--- config.mk ---
export PLATFORM = sky130hd
export DESIGN_NAME = id_ex_pipe
export DESIGN_NICKNAME = d
export VERILOG_FILES = /design/src/rtl/id_ex_pipe_pkg.sv /design/src/rtl/hazard_detect.sv /design/src/rtl/id_ex_pipe.sv
export SDC_FILE = /design/constraint.sdc
export NUM_CORES = 1
export LEC_CHECK = 0
export CAP_MARGIN = 5
export CORE_UTILIZATION = 42
export CTS_BUF_LIST = sky130_fd_sc_hd__clkbuf_4 sky130_fd_sc_hd__clkbuf_8
export DETAILED_ROUTE_END_ITERATION = 7
export GPL_TIMING_DRIVEN = 0
export PLACE_DENSITY = 0.83
export SLEW_MARGIN = 15
export SYNTH_ARGS = -nofsm -noshare
export SYNTH_HDL_FRONTEND = slang
export SYNTH_SLANG_ARGS = --single-unit
--- constraint.sdc ---
create_clock -name clk_i -period 2.7 [get_ports clk_i]
set_input_delay 0.54 -clock clk_i [delete_from_list [all_inputs] [get_ports clk_i]]
set_output_delay 0.54 -clock clk_i [all_outputs]
set_load 0.01 [all_outputs]
--- src/rtl/id_ex_pipe_pkg.sv ---
// Shared widths and control-bundle bit positions for the ID/EX pipeline register.
package id_ex_pipe_pkg;
  localparam int DATA_W = 32;
  localparam int CTRL_W = 10;
  localparam int REG_W  = 5;
  localparam int CNT_W  = 16;

  localparam int CTRL_REGWRITE  = 9;
  localparam int CTRL_MEMREAD   = 8;
  localparam int CTRL_MEMWRITE  = 7;
  localparam int CTRL_MEMTOREG  = 6;
  localparam int CTRL_ALUSRC    = 5;
  localparam int CTRL_REGDST    = 4;
  localparam int CTRL_BRANCH    = 3;
  localparam int CTRL_ALUOP_MSB = 2;
  localparam int CTRL_ALUOP_LSB = 0;

  function automatic logic [CNT_W-1:0] sat_inc(input logic [CNT_W-1:0] v);
    return (v == {CNT_W{1'b1}}) ? v : v + 1'b1;
  endfunction
endpackage

--- src/rtl/hazard_detect.sv ---
// Load-use hazard compare: a load in EX whose destination feeds the instruction in ID.
module hazard_detect
  import id_ex_pipe_pkg::*;
(
  input  logic             ex_valid_i,
  input  logic             ex_memread_i,
  input  logic [REG_W-1:0] ex_rt_i,
  input  logic             id_valid_i,
  input  logic [REG_W-1:0] id_rs_i,
  input  logic [REG_W-1:0] id_rt_i,
  output logic             load_use_o
);
  // $zero never carries a real dependency, so a load targeting it never stalls.
  assign load_use_o = ex_valid_i & ex_memread_i & (ex_rt_i != '0) & id_valid_i &
                      ((ex_rt_i == id_rs_i) | (ex_rt_i == id_rt_i));
endmodule

--- src/rtl/id_ex_pipe.sv ---
// ID/EX pipeline register with flush, downstream hold, load-use bubble insertion
// and a saturating count of inserted bubbles.
module id_ex_pipe
  import id_ex_pipe_pkg::*;
#(
  parameter int DATA_W = id_ex_pipe_pkg::DATA_W,
  parameter int CTRL_W = id_ex_pipe_pkg::CTRL_W
) (
  input  logic              clk_i,
  input  logic              rst_i,
  input  logic              flush_i,
  input  logic              hold_i,
  input  logic              id_valid_i,
  input  logic [DATA_W-1:0] id_pc_i,
  input  logic [DATA_W-1:0] id_rs_data_i,
  input  logic [DATA_W-1:0] id_rt_data_i,
  input  logic [DATA_W-1:0] id_imm_i,
  input  logic [REG_W-1:0]  id_rs_i,
  input  logic [REG_W-1:0]  id_rt_i,
  input  logic [REG_W-1:0]  id_rd_i,
  input  logic [CTRL_W-1:0] id_ctrl_i,
  output logic              ex_valid_o,
  output logic [DATA_W-1:0] ex_pc_o,
  output logic [DATA_W-1:0] ex_rs_data_o,
  output logic [DATA_W-1:0] ex_rt_data_o,
  output logic [DATA_W-1:0] ex_imm_o,
  output logic [REG_W-1:0]  ex_rs_o,
  output logic [REG_W-1:0]  ex_rt_o,
  output logic [REG_W-1:0]  ex_rd_o,
  output logic [CTRL_W-1:0] ex_ctrl_o,
  output logic              stall_o,
  output logic [CNT_W-1:0]  bubble_cnt_o
);
  logic              valid_q, valid_d;
  logic [DATA_W-1:0] pc_q, pc_d, rs_data_q, rs_data_d, rt_data_q, rt_data_d, imm_q, imm_d;
  logic [REG_W-1:0]  rs_q, rs_d, rt_q, rt_d, rd_q, rd_d;
  logic [CTRL_W-1:0] ctrl_q, ctrl_d;
  logic [CNT_W-1:0]  bubble_cnt_q, bubble_cnt_d;
  logic              load_use;

  hazard_detect u_hazard_detect (
    .ex_valid_i   (valid_q),
    .ex_memread_i (ctrl_q[CTRL_MEMREAD]),
    .ex_rt_i      (rt_q),
    .id_valid_i   (id_valid_i),
    .id_rs_i      (id_rs_i),
    .id_rt_i      (id_rt_i),
    .load_use_o   (load_use)
  );

  // A flush squashes the stalled instruction anyway, so it overrides any freeze.
  assign stall_o = (load_use | hold_i) & ~flush_i;

  always_comb begin
    valid_d      = valid_q;
    pc_d         = pc_q;
    rs_data_d    = rs_data_q;
    rt_data_d    = rt_data_q;
    imm_d        = imm_q;
    rs_d         = rs_q;
    rt_d         = rt_q;
    rd_d         = rd_q;
    ctrl_d       = ctrl_q;
    bubble_cnt_d = bubble_cnt_q;
    if (flush_i || (!hold_i && load_use)) begin
      valid_d   = 1'b0;
      pc_d      = '0;
      rs_data_d = '0;
      rt_data_d = '0;
      imm_d     = '0;
      rs_d      = '0;
      rt_d      = '0;
      rd_d      = '0;
      ctrl_d    = '0;
      if (!flush_i) bubble_cnt_d = sat_inc(bubble_cnt_q);
    end else if (!hold_i) begin
      valid_d   = id_valid_i;
      pc_d      = id_pc_i;
      rs_data_d = id_rs_data_i;
      rt_data_d = id_rt_data_i;
      imm_d     = id_imm_i;
      rs_d      = id_rs_i;
      rt_d      = id_rt_i;
      rd_d      = id_rd_i;
      ctrl_d    = id_valid_i ? id_ctrl_i : '0;
    end
  end

  always_ff @(posedge clk_i or negedge rst_i) begin
    if (!rst_i) begin
      valid_q      <= 1'b0;
      pc_q         <= '0;
      rs_data_q    <= '0;
      rt_data_q    <= '0;
      imm_q        <= '0;
      rs_q         <= '0;
      rt_q         <= '0;
      rd_q         <= '0;
      ctrl_q       <= '0;
      bubble_cnt_q <= '0;
    end else begin
      valid_q      <= valid_d;
      pc_q         <= pc_d;
      rs_data_q    <= rs_data_d;
      rt_data_q    <= rt_data_d;
      imm_q        <= imm_d;
      rs_q         <= rs_d;
      rt_q         <= rt_d;
      rd_q         <= rd_d;
      ctrl_q       <= ctrl_d;
      bubble_cnt_q <= bubble_cnt_d;
    end
  end

  assign ex_valid_o   = valid_q;
  assign ex_pc_o      = pc_q;
  assign ex_rs_data_o = rs_data_q;
  assign ex_rt_data_o = rt_data_q;
  assign ex_imm_o     = imm_q;
  assign ex_rs_o      = rs_q;
  assign ex_rt_o      = rt_q;
  assign ex_rd_o      = rd_q;
  assign ex_ctrl_o    = ctrl_q;
  assign bubble_cnt_o = bubble_cnt_q;
endmodule

## Word-level counts from Yosys, hierarchy flattened

Index checks and enable logic that the tools add are counted.
W data, S select, Z words.

| operators by class | value |
|---|---|
| equality and inequality tests | 4 |
| reduce and logical (&&, ||, !) cells | 5 |
| mux-type cells | 19 |
| $add $sub $neg | 1 |
| bitwise gates (word level) | 9 |

Operator list:

| operator | count |
|---|---|
| $mux W32 | 8 |
| $mux W10 | 3 |
| $mux W5 | 6 |
| $add A16 B1 Y16 const B | 1 |
| $eq A16 B16 Y1 const B | 1 |
| $eq A5 B5 Y1 | 2 |
| $and A1 B1 Y1 | 5 |
| $reduce_bool A5 Y1 | 1 |
| $reduce_and A3 Y1 | 1 |
| $mux W1 | 2 |
| $ne A2 B1 Y1 const B | 1 |
| $not A1 Y1 | 2 |
| $or A1 B1 Y1 | 2 |
| $logic_and A1 B1 Y1 | 1 |
| $logic_not A1 Y1 | 1 |
| $logic_or A1 B1 Y1 | 1 |

| storage, ports and cells | value |
|---|---|
| input bits | 158 |
| flip-flop bits (word level) | 170 |

## Longest topological paths before layout

Gate-level depths: netlist of the first run.

| logic depth | value |
|---|---|
| word-level depth | 7 |
| depth in mapped cells | 8 |
| mapped depth without buffers | 6 |

## Cells and area by module

Synthesis of the first run repeated with hierarchy kept, for this count alone.

| second synthesis, totals | value |
|---|---|
| cell total of the unflattened synthesis | 436 |
| area, all modules | 6,293.5 µm² |

By module, submodules not included:

| module | area an instance (µm²) | instances | cells each | seq. area each (µm²) |
|---|---|---|---|---|
| id_ex_pipe | 6,164.7 | 1 | 419 | 4,254.1 |
| hazard_detect | 128.9 | 1 | 17 | 0.0 |

## Worst setup path before layout of the first run

OpenSTA, ideal clock, no wires.

| timing path | value |
|---|---|
| kind | in2out |
| from | in id_rs_i[4] |
| to | out stall_o |
| setup slack | 301 ps |
| arrival time | 1,859 ps |
| stages on the path | 8 |
| path buffers | 3 |
| cells stage by stage | xnor2_1 nand3_1 o22ai_1 nand2b_1 buf_4 buf_8 buf_8 a21oi_1 |

| on the way | value |
|---|---|
| longest elaborated chain between the ends | 5 |

RTL lines:

| item | RTL line | source |
|---|---|---|
| start, declared | id_ex_pipe.sv:18 | `input logic [REG_W-1:0] id_rs_i,` |
| $eq A5 B5 Y1 | hazard_detect.sv:15 | `((ex_rt_i == id_rs_i) \| (ex_rt_i == id_rt_i));` |
| $or A1 B1 Y1 | hazard_detect.sv:15 |  |
| $and A1 B1 Y1 | hazard_detect.sv:14 | `assign load_use_o = ex_valid_i & ex_memread_i & (ex_rt_i != '0) & id_valid_i &` |
| $or A1 B1 Y1 | id_ex_pipe.sv:52 | `assign stall_o = (load_use \| hold_i) & ~flush_i;` |
| $and A1 B1 Y1 | id_ex_pipe.sv:52 |  |
| end, declared | id_ex_pipe.sv:31 | `output logic stall_o,` |

No other way between the ends.

## Worst setup path in the final report of the first run

| timing path | value |
|---|---|
| from | reg rt_q[3] (netlist: ex_rt_o[3]) |
| to | out stall_o |

| on the way | value |
|---|---|
| longest elaborated chain between the ends | 6 |
| elaborated cells between the ends (all ways) | 9 |

RTL lines:

| item | RTL line | source |
|---|---|---|
| start, declared | id_ex_pipe.sv:36 | `logic [REG_W-1:0] rs_q, rs_d, rt_q, rt_d, rd_q, rd_d;` |
| start signal, assigned | id_ex_pipe.sv:108 | `rt_q <= rt_d;` |
| $reduce_bool A5 Y1 | hazard_detect.sv:14 |  |
| $and A1 B1 Y1 (2 in a row) | hazard_detect.sv:14 |  |
| $and A1 B1 Y1 * | hazard_detect.sv:14 |  |
| $or A1 B1 Y1 * | id_ex_pipe.sv:52 |  |
| $and A1 B1 Y1 * | id_ex_pipe.sv:52 |  |

Mark *: on every way between the ends. The rest lies on a longest branch, timed or not.

==> metrics, run 1 <==
fin cells 1088; Tot Pwr 5460 µW; CTS tree done; DRC Markers 0; TritonCTS Sinks 170; Max Buffers Root-to-Sink 2; DP HPWL 15900 µm; TritonCTS buffer count 17; ys async rst share 1.00; global-route usage over all layers 0.262; average size of a mapped cell 13.4 µm²; top_reg_cell synth dfrtp_1; GPL Wtd Cong 0.825; Worst VDD drop 281 µV; Initial Util 0.429; Final setup violation count 0; cell taking the most area after synthesis dfrtp_1; fillers 1167; Reg area 4260 µm²; Final ANT Viol Nets 0; die area 16700 µm²; Hold Slack 0.0281 ns; DP Cell Count 1050; Seq pwr share 0.502; leakage power 0.00438 µW; depth of the most critical reg-to-reg path 10; Total Nets Final 1019; Hold Buf Count CTS 0; fraction of layout cells with a size suffix above 1 0.0803; largest net degree at the start of global routing 100; most common cell after layout, fill and taps aside clkdlybuf4s50_1; Reg2Reg Setup Slack 0.30 ns; RR Startpoint ex_rt_o[2]$_DFFE_PN0P_; Area Growth Syn to Fin 59.8%; status completed; pwr dens 503 nW/µm²; # rows 46; vias in the first global route 6044; DRT iter0 DRCs 330; Util after Layout 0.686; Worst slew margin 0.563; detailed-route vias per instance 5.56; first-pass GRT wire length 33100 µm; sw frac 0.250; EDFF count, synth 0; Worst-path clk slew 0.08 ns; Slew @ Worst Pin 0.653 ns; initial antenna violation count 0; Post-Syn Instances 506; register area share after synthesis 0.626; WL per Instance 20.3 µm; Synthesized Nets 665; CTS H-Tree Depth 4; buffers added on ports 327; top cells by area, synth dfrtp_1 63%, a32o_1 20%, xnor2_1 3.2%; Net Switching 1370 µW; Crit Path Class reg -> out; unrepaired setup endpoints after global routing no; I/O pin count 329; Netlist cell types 29; vias after detailed routing 6051; Worst Path Required 2.16 ns; commonest non-fill, non-tap cells in the layout 325 x clkdlybuf4s50_1, 169 x dfrtp_1, 133 x a32o_1; endpoint class of the critical path output port; final hold violation count 0; Arr. time, crit path 2.00 ns; FMAX 394 MHz; Detailed Routing Iterations Pass 1 5; GRT overflow 0; Pint 4100 µW; core area 15800 µm²; combinational share of power 0.170; share of the synthesized area in the top cell type 0.626; Setup TNS Final 0 ns; mapped cell area 6790 µm²; Tcrit/Tclk final 0.940; maximum fanout along the worst path 3; ANT cells 0; Final Skew 0.0131 ns; Die Y 129 µm; multi-input logic area 2270 µm²; final slew viol count 0; root buffer cell clkbuf_8; drt total wl 22100 µm; latest clock arrival within the worst-skew pair 0.45 ns; Die Width 129 µm; crit path time final 2.54 ns; #FFs+latches synth 170; Synth Warn # 0; startpoint type of the worst setup path flop; max-cap check violation count 0; reg2reg end ex_ctrl_o[9]$_DFFE_PN0P_; Hold Crit Class in -> async; clock share of power 0.328
[layout make-up]
cell class / instances / share of cell area
sequential: 170 / 0.392
timing repair buffer: 338 / 0.311
inverter: 7 / 0.00242
multi-input combinational: 273 / 0.209
buffer: 53 / 0.0248
clock inverter: 10 / 0.0108
tap: 216 / 0.0249
clock buffer: 21 / 0.0249
[cell usage after synthesis, drive strengths merged, types with 4 or more instances]
cell type and n:
nor2 6, nand2 27, o22ai 8, nand3b 15, buf 16, a32o 133, o21ai 9, o41ai 5
dfrtp 170, and3 4, clkbuf 40, xnor2 25, inv 7, nand3 17, nand4 6
[how the worst max path moves through the flow]
stage                                         endpoint                    from  slack, ns  cells past startpoint
after floorplan                                stall_o              id_rs_i[4]       0.30                      8
after global placement    ex_rt_data_o[10]$_DFFE_PN0P_                   rst_i      -5.94                      1
after detailed placement                       stall_o              id_rs_i[4]      -1.04                     10
after CTS                                      stall_o  ex_rt_o[2]$_DFFE_PN0P_      -0.06                      7
after global routing                           stall_o  ex_rt_o[3]$_DFFE_PN0P_       0.07                      5
final                                          stall_o  ex_rt_o[3]$_DFFE_PN0P_       0.16                      5
[logic make-up after synthesis]
group,synth area share
flip-flops,0.626
AO/OA/AOI/OAI,0.219
AND/OR/NAND/NOR,0.0695
buffers and inverters,0.0488
XOR/XNOR,0.0322
multiplexers,0.00166
adder cells (fa/ha/maj),0.00184
[per-layer routing]
| layer | vias to the layer above | track usage | wire length [µm] |
|---|---|---|---|
| met3 | 49 | 0.0751 | 1780 |
| met1 | 3028 | 0.310 | 8460 |
| met2 | 274 | 0.443 | 11200 |
| met4 | 0 | 0.120 | 715 |
| met5 | - | 0 | 0 |
| li1 | 2700 | - | - |
[worst max-delay path, cell delays in order, from the launching register on]
cell and delay, ns:
dfrtp_1 0.39, or4_4 0.56, o2111ai_4 0.21, nand2b_4 0.20
a21oi_2 0.05, buf_2 0.14
[sequential cells by signal (all words and copies together) (netlist names), 5 cells and up]
| name | count |
|---|---|
| ex_imm_o | 32 |
| ex_pc_o | 32 |
| ex_rs_data_o | 32 |
| ex_rt_data_o | 32 |
| bubble_cnt_o | 16 |
| ex_ctrl_o | 10 |
| ex_rd_o | 5 |
| ex_rs_o | 5 |
| ex_rt_o | 5 |
[timing repair]
item                                    in CTS  in global routing
endpoints found under the hold margin        0                  0
setup buffers                                9                  1
pin swaps                                    4                  5
resized for setup                           13                  6
endpoints found under the setup margin       1                  1
[power groups by stage]
stage                     Clock, µW  Sequential (µW)  Combinational, µW
after CTS                      1850             2740                929
after floorplan                   0             2850                216
after global placement            0             2790                887
after detailed placement          0             2800                905
final                          1790             2740                930
after global routing           1940             2760                991
[through the flow]
| stage | worst slack, ns | area (µm²) |
|---|---|---|
| finish | 0.163 | 10900 |
| global route | 0.0662 | 10900 |
| CTS | -0.0618 | 10900 |
| detailed placement | -1.04 | 10400 |
| global placement | -5.94 | 10300 |
| floorplan | 0.301 | 6790 |
No activity file was read; power rests on OpenSTA's default activity.
==> run 2, diff against run 1 <==
--- a/config.mk
+++ b/config.mk
@@ -11,6 +11,7 @@
 export DETAILED_ROUTE_END_ITERATION = 7
 export GPL_TIMING_DRIVEN = 0
 export PLACE_DENSITY = 0.83
+export REMOVE_ABC_BUFFERS = 1
 export SLEW_MARGIN = 15
 export SYNTH_ARGS = -nofsm -noshare
 export SYNTH_HDL_FRONTEND = slang
==> metrics, run 2 (synthesis results as in run 1) <==
status completed; Top Metal Used met4; Hold Crit Class in -> async; largest net degree at the start of global routing 102; startpoint type of the worst setup path flop; WL per Instance 19.9 µm; Hold Buf Count CTS 0; Initial Util 0.429; fillers 1130; GRT overflow 0; max-cap check violation count 0; Max Buffers Root-to-Sink 2; Arr. time, crit path 2.05 ns; Detailed Routing Iterations Pass 1 5; DRT iter0 DRCs 432; crit path cell chain or4_4 > o2111ai_4 > nand2b_4 > a21oi_1 > buf_2; final hold violation count 0; most common cell after layout, fill and taps aside clkdlybuf4s50_1; DP HPWL 14300 µm; Slew @ Worst Pin 1.06 ns; vias after detailed routing 5891; FMAX 386 MHz; Total Nets Final 973; routed wl met2 10600 µm; depth of the most critical reg-to-reg path 7; detailed-route vias per instance 5.65; Worst Path Required 2.16 ns; ANT cells 0; I/O pin count 329; Final Cell Area 10800 µm²; CTS H-Tree Depth 4; commonest non-fill, non-tap cells in the layout 324 x clkdlybuf4s50_1, 169 x dfrtp_1, 133 x a32o_1; Setup TNS Final 0 ns; Worst slew margin 0.289; Final WS setup 0.112 ns; drt total wl 20800 µm; crit path time final 2.59 ns; slowest stage delay, CP 0.52 ns; M1 WL 7930 µm; core area 15800 µm²; GPL Wtd Cong 0.864; delay-heaviest family, CP simple AND/OR/NAND/NOR gates; Worst VDD drop 311 µV; metal3 WL 1550 µm; endpoint class of the critical path output port; fraction of layout cells with a size suffix above 1 0.0750; final slew viol count 0; global-route usage over all layers 0.247; Post-Place Worst Slack -1.29 ns; dpl cell area 10300 µm²; root buffer cell clkbuf_8; Worst path depth 5; TritonCTS buffer count 17; Final setup violation count 0; Hold Slack 0.0299 ns; Area Growth Syn to Fin 58.4%; Crit Path Class reg -> out; leakage power 0.00434 µW; initial antenna violation count 0; slowest CP cell or4_4; unrepaired setup endpoints after global routing no; Final Skew 0.0123 ns; WP buf/inv 1; buffers added on ports 328; maximum fanout along the worst path 5; die area 16700 µm²; Worst-path clk slew 0.09 ns; first-pass GRT wire length 31700 µm; DRC Markers 0; latest clock arrival within the worst-skew pair 0.44 ns; pwr dens 499 nW/µm²; # rows 46; vias in the first global route 5998; Tcrit/Tclk final 0.958; Die Width 129 µm; TritonCTS Sinks 170; CTS tree done; Final ANT Viol Nets 0; Die Y 129 µm
[run 2: through the flow]
step / total power [µW] / cells / utilization
2_1_floorplan: 3060 / 450 / -
3_3_place_gp: 3660 / 994 / 0.634
3_5_place_dp: 3710 / 1003 / 0.650
4_1_cts: 5410 / 1041 / 0.678
5_1_grt: 5600 / 1043 / 0.680
6_report: 5360 / 1043 / 0.680
[run 2: repair_timing]
action                                 CTS  global route
buffers inserted                         4             1
gates cloned                             2             1
endpoints found under the hold margin    0             0
setup endpoints to repair               83            73
resized for setup                       10             2
pin swaps                                3             1
[run 2: path summary, 6_finish.rpt]
kind                                              from                           to  slack [ns]
worst max register to register  ex_rt_o[0]$_DFFE_PN0P_     ex_ctrl_o[7]$_DFFE_PN0P_        0.26
worst min-delay path                             rst_i  bubble_cnt_o[1]$_DFFE_PN0P_        0.03
worst max-delay path            ex_rt_o[2]$_DFFE_PN0P_                      stall_o        0.11
max in group asynchronous                        rst_i  ex_rt_data_o[2]$_DFFE_PN0P_        1.79
worst min register to register  ex_rs_o[0]$_DFFE_PN0P_       ex_rs_o[0]$_DFFE_PN0P_        0.49
min in group clk_i              ex_rs_o[0]$_DFFE_PN0P_       ex_rs_o[0]$_DFFE_PN0P_        0.49
[run 2: final cells by class]
class | count | area, µm² | share of cell area
Clock buffer | 19 | 249 | 0.0231
Clock inverter | 13 | 119 | 0.0111
Inverter | 7 | 26.3 | 0.00244
Multi-Input combinational cell | 276 | 2290 | 0.213
Sequential cell | 170 | 4260 | 0.396
Tap cell | 216 | 270 | 0.0251
Timing Repair Buffer | 342 | 3540 | 0.329
[run 2: routing by layer]
layer,vias to the layer above,global-route usage
li1,2614,-
met3,47,0.0681
met1,2973,0.290
met4,0,0.127
met2,257,0.416
met5,-,0
[run 2: worst register-to-register path: stages, from the launching register on]
cell and delay (ns):
dfrtp_1 0.40, buf_4 0.16, xnor2_1 0.16, nand3_1 0.14, o22ai_4 0.22, buf_4 0.29, nor2b_2 0.69, o21ai_0 0.22
[run 2: power breakdown]
part / internal (µW) / switching (µW)
clock network: 755 / 943
registers: 2670 / 75.7
logic: 560 / 361
total: 3990 / 1380
==> run 3, diff against run 2 <==
--- a/config.mk
+++ b/config.mk
@@ -6,13 +6,15 @@
 export NUM_CORES = 1
 export LEC_CHECK = 0
 export CAP_MARGIN = 5
-export CORE_UTILIZATION = 42
+export CORE_AREA = 2 2 127 129
 export CTS_BUF_LIST = sky130_fd_sc_hd__clkbuf_4 sky130_fd_sc_hd__clkbuf_8
 export DETAILED_ROUTE_END_ITERATION = 7
+export DIE_AREA = 0 0 129 131
 export GPL_TIMING_DRIVEN = 0
-export PLACE_DENSITY = 0.83
+export PLACE_DENSITY = 0.87
 export REMOVE_ABC_BUFFERS = 1
 export SLEW_MARGIN = 15
 export SYNTH_ARGS = -nofsm -noshare
 export SYNTH_HDL_FRONTEND = slang
+export SYNTH_HIERARCHICAL = 1
 export SYNTH_SLANG_ARGS = --single-unit
==> metrics, run 3 <==
Die Y 131 µm; Total Nets Final 924; fraction of layout cells with a size suffix above 1 0.0914; Final Skew 0.0124 ns; WL per Instance 19.7 µm; max-cap check violation count 0; top cells by area, synth dfrtp_1 68%, a22o_1 21%, xor2_1 2.2%; Worst Path Required 3.03 ns; TritonCTS Sinks 170; ys async rst share 1.00; TritonCTS buffer count 17; final hold violation count 0; root buffer cell clkbuf_8; Tcrit/Tclk final 0.964; final slew viol count 0; leakage power 0.00469 µW; Slew @ Worst Pin 0.788 ns; largest net degree at the start of global routing 101; DRC Markers 0; register area share after synthesis 0.676; Die Width 129 µm; startpoint type of the worst setup path input port; core area 15600 µm²; Detailed Routing Iterations Pass 1 7; Hold Crit Class in -> async; mapped cell area 6290 µm²; Arr. time, crit path 2.93 ns; Worst-path clk slew 0.09 ns; DRT iter0 DRCs 276; ANT cells 0; Post-Syn Instances 436; first-pass GRT wire length 29700 µm; latest clock arrival within the worst-skew pair 0.44 ns; commonest non-fill, non-tap cells in the layout 325 x clkdlybuf4s50_1, 167 x dfrtp_1, 153 x a22o_1; share of the synthesized area in the top cell type 0.676; initial antenna violation count 0; Final ANT Viol Nets 0; global-route usage over all layers 0.228; status completed; Final WS setup 0.0973 ns; top_reg_cell synth dfrtp_1; GPL Wtd Cong 0.855; crit path time final 2.60 ns; CTS tree done; Area Growth Syn to Fin 66.3%; CTS H-Tree Depth 4; endpoint class of the critical path flop; FMAX 384 MHz; Hold Slack 0.0431 ns; most common cell in the netlist dfrtp_1; detailed-route vias per instance 5.31; Final setup violation count 0; DP HPWL 14500 µm; Crit Path Class in -> reg; GRT overflow 0; Netlist cell types 32; maximum fanout along the worst path 5; Post-Place Worst Slack -0.749 ns; Worst slew margin 0.473; fillers 1076; Worst VDD drop 318 µV; most common cell after layout, fill and taps aside clkdlybuf4s50_1; average size of a mapped cell 14.4 µm²; I/O pin count 329; die area 16900 µm²; Initial Util 0.403; # rows 46; Synth top cells by count 170 x dfrtp_1, 153 x a22o_1, 25 x clkbuf_1, 16 x xor2_1, 9 x nor3_1; EDFF count, synth 0; Max Buffers Root-to-Sink 2; unrepaired setup endpoints after global routing no; cell taking the most area after synthesis dfrtp_1; pwr dens 542 nW/µm²; Hold Buf Count CTS 0; vias in the first global route 5456; Setup TNS Final 0 ns; Synth Warn # 6; vias after detailed routing 5276; drt total wl 19500 µm; #FFs+latches synth 170; buffers added on ports 328
run 3: what timing repair did:
action / in CTS / in global routing
gates resized for setup: 12 / 11
hold endpoints to repair: 0 / 0
pin swaps: 4 / 3
buffers inserted: 2 / 0
setup endpoints to repair: 113 / 28
run 3: per-layer routing:
layer	up-vias	global-route usage	part of all wire
met5	-	0	0
met4	0	0.109	0.028
li1	2330	-	-
met1	2636	0.267	0.38
met3	42	0.0696	0.077
met2	268	0.385	0.51
run 3: cell families (layout without fill, tap and decap cells):
group                    count (synthesis)  in the layout  share of synthesized area
flip-flops                             170            170                      0.676
AO/OA/AOI/OAI                          160            160                      0.220
AND/OR/NAND/NOR                         45             45                     0.0437
buffers and inverters                   35            376                     0.0225
XOR/XNOR                                22             22                     0.0306
multiplexers                             3              3                    0.00537
adder cells (fa/ha/maj)                  1              1                    0.00199
run 3: power breakdown:
group / total [µW] / leakage (µW) / switching [µW] / internal [µW]
registers: 2750 / 0.00227 / 83.2 / 2670
logic: 883 / 0.00220 / 342 / 541
clock network: 2030 / 0.000227 / 901 / 1130
run 3: metrics by stage:
| stage | std cells | cell area (µm²) | util | power (µW) |
|---|---|---|---|---|
| after floorplan | 402 | 6160 | - | 3050 |
| after global placement | 946 | 9710 | 0.622 | 3650 |
| after detailed placement | 961 | 9940 | 0.637 | 3680 |
| after CTS | 994 | 10400 | 0.669 | 5740 |
| after global routing | 993 | 10500 | 0.671 | 5930 |
| final | 993 | 10500 | 0.671 | 5670 |
run 3: final cells by class:
class	instances	area, µm²	area share
multi-input combinational	231	1970	0.188
sequential	170	4260	0.407
clock buffer	20	256	0.0245
clock inverter	11	194	0.0185
timing repair buffer	344	3510	0.336
inverter	1	3.75	0.000359
tap	216	270	0.0258
run 3: path summary, 6_finish.rpt:
kind                                        startpoint  slack, ns                           end  cells past startpoint
max                                         id_rt_i[0]        0.1  bubble_cnt_o[10]$_DFFE_PN0P_                      9
min                                              rst_i       0.04       ex_pc_o[19]$_DFFE_PN0P_                      1
max reg2reg                     ex_rt_o[4]$_DFFE_PN0P_       0.11       ex_pc_o[22]$_DFFE_PN0P_                      9
min reg2reg                ex_rt_data_o[4]$_DFFE_PN0P_       0.51   ex_rt_data_o[4]$_DFFE_PN0P_                      1
max in group asynchronous                        rst_i       1.79  ex_rs_data_o[12]$_DFFE_PN0P_                      2
min in group clk_i                          id_rs_i[0]       0.40        ex_rs_o[0]$_DFFE_PN0P_                      2
run 3: worst max-delay path, cell delays in order:
cell and delay (ns):
clkdlybuf4s50_1 0.44, xor2_1 0.17, nor3_1 0.20, nand3_1 0.14, a21oi_4 0.21, or3b_4 0.46
nor3_4 0.24, and3_1 0.19, mux2_2 0.34
